<file path="config.mk">
export PLATFORM = sky130hd
export DESIGN_NAME = mtm_serial_rx
export DESIGN_NICKNAME = d
export VERILOG_FILES = /design/src/rtl/mtm_serial_rx.sv
export SDC_FILE = /design/constraint.sdc
export NUM_CORES = 1
export LEC_CHECK = 0
export ABC_AREA = 1
export ABC_CLOCK_PERIOD_IN_PS = 2800
export BUFFER_PORTS_ARGS = -buffer_cell sky130_fd_sc_hd__buf_2
export CAP_MARGIN = 15
export CORE_MARGIN = 3
export CORE_UTILIZATION = 45
export CTS_CLUSTER_DIAMETER = 30
export CTS_CLUSTER_SIZE = 40
export DETAILED_ROUTE_END_ITERATION = 7
export PLACE_DENSITY = 0.73
export SLEW_MARGIN = 10
export SYNTH_ARGS = -nofsm -noshare
export SYNTH_HDL_FRONTEND = slang
export SYNTH_SLANG_ARGS = --single-unit
</file>
<file path="constraint.sdc">
create_clock -name clk -period 2.8 [get_ports clk]
set_clock_uncertainty 0.05 [all_clocks]
set_input_delay 0.14 -clock clk [delete_from_list [all_inputs] [get_ports clk]]
set_output_delay 0.14 -clock clk [all_outputs]
set_load 0.02 [all_outputs]
</file>
<file path="src/rtl/mtm_serial_rx.sv">
// Serial packet receiver: 11-bit frames carry two operands and a command byte.
// A CRC-4 guards the packet; results wait in a held output register.
module mtm_serial_rx #(
    parameter int DATA_W = 32
) (
    input  logic              clk,
    input  logic              rst,
    input  logic              sin,
    input  logic              out_ready,
    output logic              out_valid,
    output logic [DATA_W-1:0] a_out,
    output logic [DATA_W-1:0] b_out,
    output logic [2:0]        op_out,
    output logic [2:0]        err_out,
    output logic              overrun
);

    localparam int NB = DATA_W / 8;
    localparam int NF = 2 * NB;
    localparam int CW = $clog2(NF + 2);
    localparam logic [CW-1:0] NF_C  = CW'(NF);
    localparam logic [CW-1:0] SAT_C = CW'(NF + 1);

    typedef enum logic [1:0] {
        S_IDLE,
        S_TYPE,
        S_PAY,
        S_STOP
    } state_t;

    state_t state, state_nx;

    logic [2:0]          bit_cnt;
    logic                is_cmd;
    logic [7:0]          pay;
    logic [CW-1:0]       cnt;
    logic [3:0]          crc;
    logic [2*DATA_W-1:0] sr;

    logic       frame_ok;
    logic       frame_err;
    logic       data_done;
    logic       cmd_done;
    logic [2:0] cmd_op;
    logic [3:0] crc_exp;
    logic       err_data;
    logic       err_crc;
    logic       err_op;

    function automatic logic [3:0] crc_bit(input logic [3:0] c, input logic d);
        logic fb;
        fb = c[3] ^ d;
        return {c[2:0], 1'b0} ^ (fb ? 4'b0011 : 4'b0000);
    endfunction

    function automatic logic [3:0] crc_byte(input logic [3:0] c, input logic [7:0] d);
        logic [3:0] r;
        r = c;
        for (int i = 7; i >= 0; i--) begin
            r = crc_bit(r, d[i]);
        end
        return r;
    endfunction

    always_comb begin
        state_nx = state;
        unique case (state)
            S_IDLE:  if (!sin) state_nx = S_TYPE;
            S_TYPE:  state_nx = S_PAY;
            S_PAY:   if (bit_cnt == 3'd7) state_nx = S_STOP;
            S_STOP:  state_nx = S_IDLE;
            default: state_nx = S_IDLE;
        endcase
    end

    always_comb begin
        frame_ok  = (state == S_STOP) && sin;
        frame_err = (state == S_STOP) && !sin;
        data_done = frame_ok && !is_cmd;
        cmd_done  = frame_ok && is_cmd;
        cmd_op    = pay[6:4];
        // The marker bit 1 precedes OP in the checked stream.
        crc_exp   = crc_bit(crc_bit(crc_bit(crc_bit(crc, 1'b1),
                    cmd_op[2]), cmd_op[1]), cmd_op[0]);
        err_data  = (cnt != NF_C);
        err_crc   = !err_data && (crc_exp != pay[3:0]);
        err_op    = !err_data && !err_crc && cmd_op[1];
    end

    always_ff @(posedge clk) begin
        if (rst) begin
            state <= S_IDLE;
        end else begin
            state <= state_nx;
        end
    end

    always_ff @(posedge clk) begin
        if (rst) begin
            bit_cnt <= '0;
            is_cmd  <= 1'b0;
            pay     <= '0;
            cnt     <= '0;
            crc     <= '0;
            sr      <= '0;
        end else begin
            if (state == S_TYPE) begin
                is_cmd  <= sin;
                bit_cnt <= '0;
            end
            if (state == S_PAY) begin
                pay     <= {pay[6:0], sin};
                bit_cnt <= bit_cnt + 3'd1;
            end
            if (frame_err || cmd_done) begin
                cnt <= '0;
                crc <= '0;
            end else if (data_done) begin
                if (cnt < NF_C) begin
                    sr  <= {sr[2*DATA_W-9:0], pay};
                    crc <= crc_byte(crc, pay);
                    cnt <= cnt + CW'(1);
                end else begin
                    cnt <= SAT_C;
                end
            end
        end
    end

    always_ff @(posedge clk) begin
        if (rst) begin
            out_valid <= 1'b0;
            a_out     <= '0;
            b_out     <= '0;
            op_out    <= '0;
            err_out   <= '0;
            overrun   <= 1'b0;
        end else if (cmd_done && (!out_valid || out_ready)) begin
            out_valid <= 1'b1;
            a_out     <= err_data ? '0 : sr[DATA_W-1:0];
            b_out     <= err_data ? '0 : sr[2*DATA_W-1:DATA_W];
            op_out    <= cmd_op;
            err_out   <= {err_data, err_crc, err_op};
        end else begin
            if (cmd_done) overrun <= 1'b1;
            if (out_valid && out_ready) out_valid <= 1'b0;
        end
    end

endmodule

</file>
# Yosys cells after proc, flatten, opt, wreduce, memory -nomap -nowiden
# Cells that the tools add are included.
[classes] eq_ne=8 n_addsub=2 n_mux=22 reduce_logical=24 magnitude_cmp=1 n_bitwise=25
[ops] operator="32-bit two-way mux" n=2
[ops] operator="4-bit by 2-bit XOR with 4-bit output" n=12
[ops] operator="2-bit two-way mux" n=14
[ops] operator="1-bit XOR" n=11
[ops] operator="1-bit logical AND" n=9
[ops] operator="2-bit case mux with 4 select lines" n=1
[ops] operator="3-bit two-way mux" n=2
[ops] operator="2-bit AND reduction" n=3
[ops] operator="1-bit logical NOT" n=5
[ops] operator="4-bit by 1-bit adder with 4-bit output, second input constant" n=1
[ops] operator="2-bit == test, second input constant" n=2
[ops] operator="4-bit < comparator, second input constant" n=1
[ops] operator="4-bit two-way mux" n=1
[ops] operator="2-bit inequality test, second input constant" n=2
[ops] operator="4-bit inequality test" n=1
[ops] operator="4-bit inequality test, second input constant" n=1
[ops] operator="2-bit nonzero test" n=2
[ops] operator="3-bit by 1-bit adder with 3-bit output, second input constant" n=1
[ops] operator="3-bit == test, second input constant" n=1
[ops] operator="3-bit AND reduction" n=1
[ops] operator="2-bit by 1-bit == test with 1-bit output, second input constant" n=1
[ops] operator="2-bit logical NOT" n=1
[ops] operator="1-bit logical OR" n=2
[ops] operator="1-bit two-way mux" n=2
[ops] operator="2 further kinds" n=3
[totals] in_bits=4 regBits=158 wordCells=95 out_inout_bits=72

# Logic depth before layout (Yosys ltp)
[logic_depth] ltp_word=24 ltp_mapped=12 mapped_depth_nobuf=12

# Least setup slack after synthesis
# Ideal clock, no wire load.
[synth_timing] path_kind="flip-flop to flip-flop" startpoint="reg state[0]" endpoint="reg a_out[10]" t_arrival_ns=1.363 slack_ns=1.316 stages_incl_launch_ff=10 path_buffers=2 cell_sequence="dfxtp_1 > ha_1 > inv_1 > nor2_2 > nand2_2 > nor2_4 > buf_6 > buf_6 > nand2_2 > a21oi_2"
[synth_via] elab_chain_len=4
[synth_rtl] element="start: declaration" line_no="31" rtl="state_t state, state_nx;"
[synth_rtl] element="start signal: assignment" line_no="94" rtl="state <= state_nx;"
[synth_rtl] element="2-bit == test" line_no="77" rtl="frame_ok = (state == S_STOP) && sin;"
[synth_rtl] element="1-bit logical AND" line_no="77"
[synth_rtl] element="1-bit logical AND" line_no="80" rtl="cmd_done = frame_ok && is_cmd;"
[synth_rtl] element="1-bit logical AND" line_no="138" rtl="end else if (cmd_done && (!out_valid || out_ready)) begin"
[synth_rtl] element="end signal: assignment" line_no="140" rtl="a_out <= err_data ? '0 : sr[DATA_W-1:0];"
[synth_rtl] element="end: declaration" line_no="11" rtl="output logic [DATA_W-1:0] a_out,"
# No other way between the ends.
# A chain may end at the register's enable or synchronous reset.

# Final worst setup path
[layout_timing] startpoint="reg state[0]" endpoint="reg sr[49]"
[layout_via] elab_chain_len=6 word_cells_on_any_way=8
[layout_rtl] element="2-bit == test (*)" line_no="77, 78"
[layout_rtl] element="1-bit logical AND" line_no="77"
[layout_rtl] element="1-bit logical AND" line_no="80"
[layout_rtl] element="1-bit logical OR" line_no="115" rtl="if (frame_err || cmd_done) begin"
[layout_rtl] element="1-bit inverter (no source line)"
[layout_rtl] element="3-bit AND reduction (no source line) (*)"
[layout_rtl] element="end signal: assignment" line_no="120" rtl="sr <= {sr[2*DATA_W-9:0], pay};"
[layout_rtl] element="end: declaration" line_no="38" rtl="logic [2*DATA_W-1:0] sr;"
# Mark *: on every way between the ends. The rest lies on a longest branch, timed or not.

==> out/metrics.yaml <==
pwr:
  cell_internal_pwr_w: 0.00430
  net-switching-power_w: 0.00166
  power_density_mw_per_mm2: 841
  power.combinational.fraction_pct: 15.4
  ir_worst_vdd_mv: 0.444
  p_sw_share_pct: 27.8
  p_leak_nw: 3.14
  clock_power_share_pct: 41.0
  seqPwrFrac_pct: 43.6
clock_tree:
  clock_insertion_delay_worst_skew_ps: 420
  cts_resized: 0
  clock_sink_count: 158
  post_cts_setup_buffer_count: 0
  path_clk_slew_ps: 60
  number_of_clock_buffers_inserted_by_tritoncts: 17
  cts_htree_levels: 4
  cts_tree: "done"
  ctsHoldBuffers: 2
  cts.root.buffer_cell: "clkbuf_16"
  cts_buffer_depth: 2
sta:
  worst-slew-pin-transition_ps: 950
  finalSetupTns_ps: 0
  rsz0062_at_grt: "false"
  timing_max_transition_violations_final: 0
  number_of_hold_violations_in_the_final_report: 0
  setup_viol_count_final: 0
  finalCritPeriodShare_pct: 66.3
  hold_ws_ps: 338
  timing.fmax_mhz: 538
  worst_relative_slew_slack_pct: 36.6
  final_period_demand_of_the_worst_path_ps: 1860
global_route:
  grt_max_degree: 74
  gr-usage-all-layers_pct: 19.1
  initial_antenna_violation_count: 0
  overflow_left_after_global_routing: 0
  number_of_global_route_vias_before_repair: 4669
  global_route_wire_length_before_repair_mm: 22.6
setup_path:
  timing.critical_path.from_type: "register"
  r2r_start: "state[0]"
  kind_of_critical_path: "reg -> reg"
  critical_path.endpoint_type: "register"
  worst_setup_slack_for_register_to_register_paths_ps: 940
  crit-reg2reg-capture: "sr[49]"
  crit_path_max_fanout: 59
  required_time_worst_endpoint_ps: 3100
  worst-endpoint-arrival_ps: 2150
  cp-endpoint: "sr[49]"
  crit_path_start: "state[0]"
  reg2reg_depth: 6
synthesis:
  syn-cell-area_mm2: 0.00601
  yosysWarnings: 0
  postSynthCellCount: 772
  synth_top_cell_area_share_pct: 52.6
  postSynthRegisterBits: 158
  count_of_different_cell_masters_after_synthesis: 28
  sequential_fraction_of_the_synthesis_area_pct: 52.6
  synth.area.top_cells: "dfxtp_1 (53%), nand2_1 (11%), nor2_1 (8.0%), a21oi_1 (6.9%), o21ai_0 (6.8%)"
  synthesis.nets: 785
  post-synth-top-area-cell: "dfxtp_1"
  postSynthAreaPerCell_um2: 7.79
placement:
  globalplace.congestion: 0.875
  hpwlAfterDp_mm: 8.55
  numPortBuffers: 75
layout:
  area_delta_synth_final_pct: 17.9
  most_common_cell_after_layout_fill_and_taps_aside: "nand2_1"
  final_nets: 843
  drive_gt1_share_pct: 17.4
  layout.cells.most_common_list: "nand2_1 (176), dfxtp_1 (158), nor2_1 (128)"
  fin_util_pct: 55.3
  antenna_cells_inserted: 0
drt:
  detailroute.wirelength.met3_um: 638
  detail_route.wirelength.met1_mm: 6.98
  wl_per_cell_um: 13.2
  final_ant_viol_nets: 0
  detailedRoute.firstIterationViolations: 441
  wl_met2_mm: 5.54
  vias_per_cell: 4.99
  detail_route.drc_violations: 0
  routed_via_count: 5060
  drtPass1Iterations: 5
  top_layer_used: "met4"
  postRouteWirelength_mm: 13.4
die:
  rows: 41
  floorplan.die.height_um: 122
  initial_core_util_pct: 46.9
  coreArea_mm2: 0.0128
  dieArea_mm2: 0.0148
  io_pins: 76
  die_x_um: 122
min_path:
  whs_path_depth: 3
  min_path_type: "in -> reg"
status:
  status: "finished clean"
run:
  cap_viol_max_count: 0
critical path, stage by stage, from the launching register on:
cell     delay (ps)
dfxtp_1         330
ha_1            230
nand2_2         130
nor2_4           50
inv_2           680
nor2_1          140
nor2_1          170
registers in the layout, indices dropped and copies added (netlist names), 2 cells and up:
name and flops:
sr 64, a_out 32, b_out 32, pay 8, cnt 4, crc 4, bit_cnt 3, err_out 3
op_out 3, state 2
cell usage after synthesis:
master and instances:
xnor2_1 2, nor2_1 128, nand2_1 176, clkbuf_1 24
o211ai_1 1, nand4_1 1, nand2_2 16, dfxtp_1 158
xor2_1 3, nor2_4 2, buf_6 7, inv_1 26
o21ai_0 82, a21oi_2 11, a21oi_1 83, a211oi_1 2
o21ai_1 2, nand3_1 16, nor2_2 2, buf_1 1
nand3b_1 1, buf_4 2, inv_2 3, clkbuf_2 1
ha_1 9, nor4_1 1, nor3_1 1, buf_2 11
worst min path at each step:
| stage | slack (ps) | to | startpoint |
|---|---|---|---|
| floorplan | 240 | is_cmd | sin |
| global placement | 390 | pay[0] | sin |
| detailed placement | 390 | pay[0] | sin |
| CTS | 320 | sr[16] | rst |
| global route | 410 | pay[4] | rst |
| finish | 340 | err_out[0] | rst |
logic make-up after synthesis:
kind of cell    Yosys count  synth area share [%]
fa+ha+maj                 9                  1.87
compound gates          181                  15.9
flops                   158                  52.6
xor+xnor                  5                 0.729
buf+inv                  75                  5.93
simple gates            344                  23.0
power by group through the flow:
stage	Combinational, W	Sequential, W	Clock [W]
3_3_place_gp	0.000889	0.00264	0
6_report	0.000917	0.00260	0.00244
4_1_cts	0.000916	0.00259	0.00247
3_5_place_dp	0.000905	0.00264	0
5_1_grt	0.00108	0.00262	0.00258
2_1_floorplan	0.000750	0.00258	0
final cells by class:
class                      instances  area [um^2]
multi-input combinational        539         2490
tap                              172          215
sequential                       158         3160
timing repair buffer              85          480
fill                            1199         5740
inverter                          29          109
clock inverter                    13          195
clock buffer                      19          433
routing by layer:
metal	up-vias	global-route usage (%)
met5	-	0
met4	0	6.65
met3	14	4.60
met2	134	26.7
met1	2302	28.6
li1	2610	-
per-stage QoR:
step                      power, W  instance area [um^2]  worst slack, ps  std cells
after floorplan            0.00333                  6010             1320        772
after global placement     0.00353                  6440             1000        981
after detailed placement   0.00355                  6440              950        981
after CTS                  0.00598                  7090              924       1015
after global routing       0.00628                  7090              698       1015
final                      0.00596                  7090              943       1015
Power figures use the tool's default switching activity.
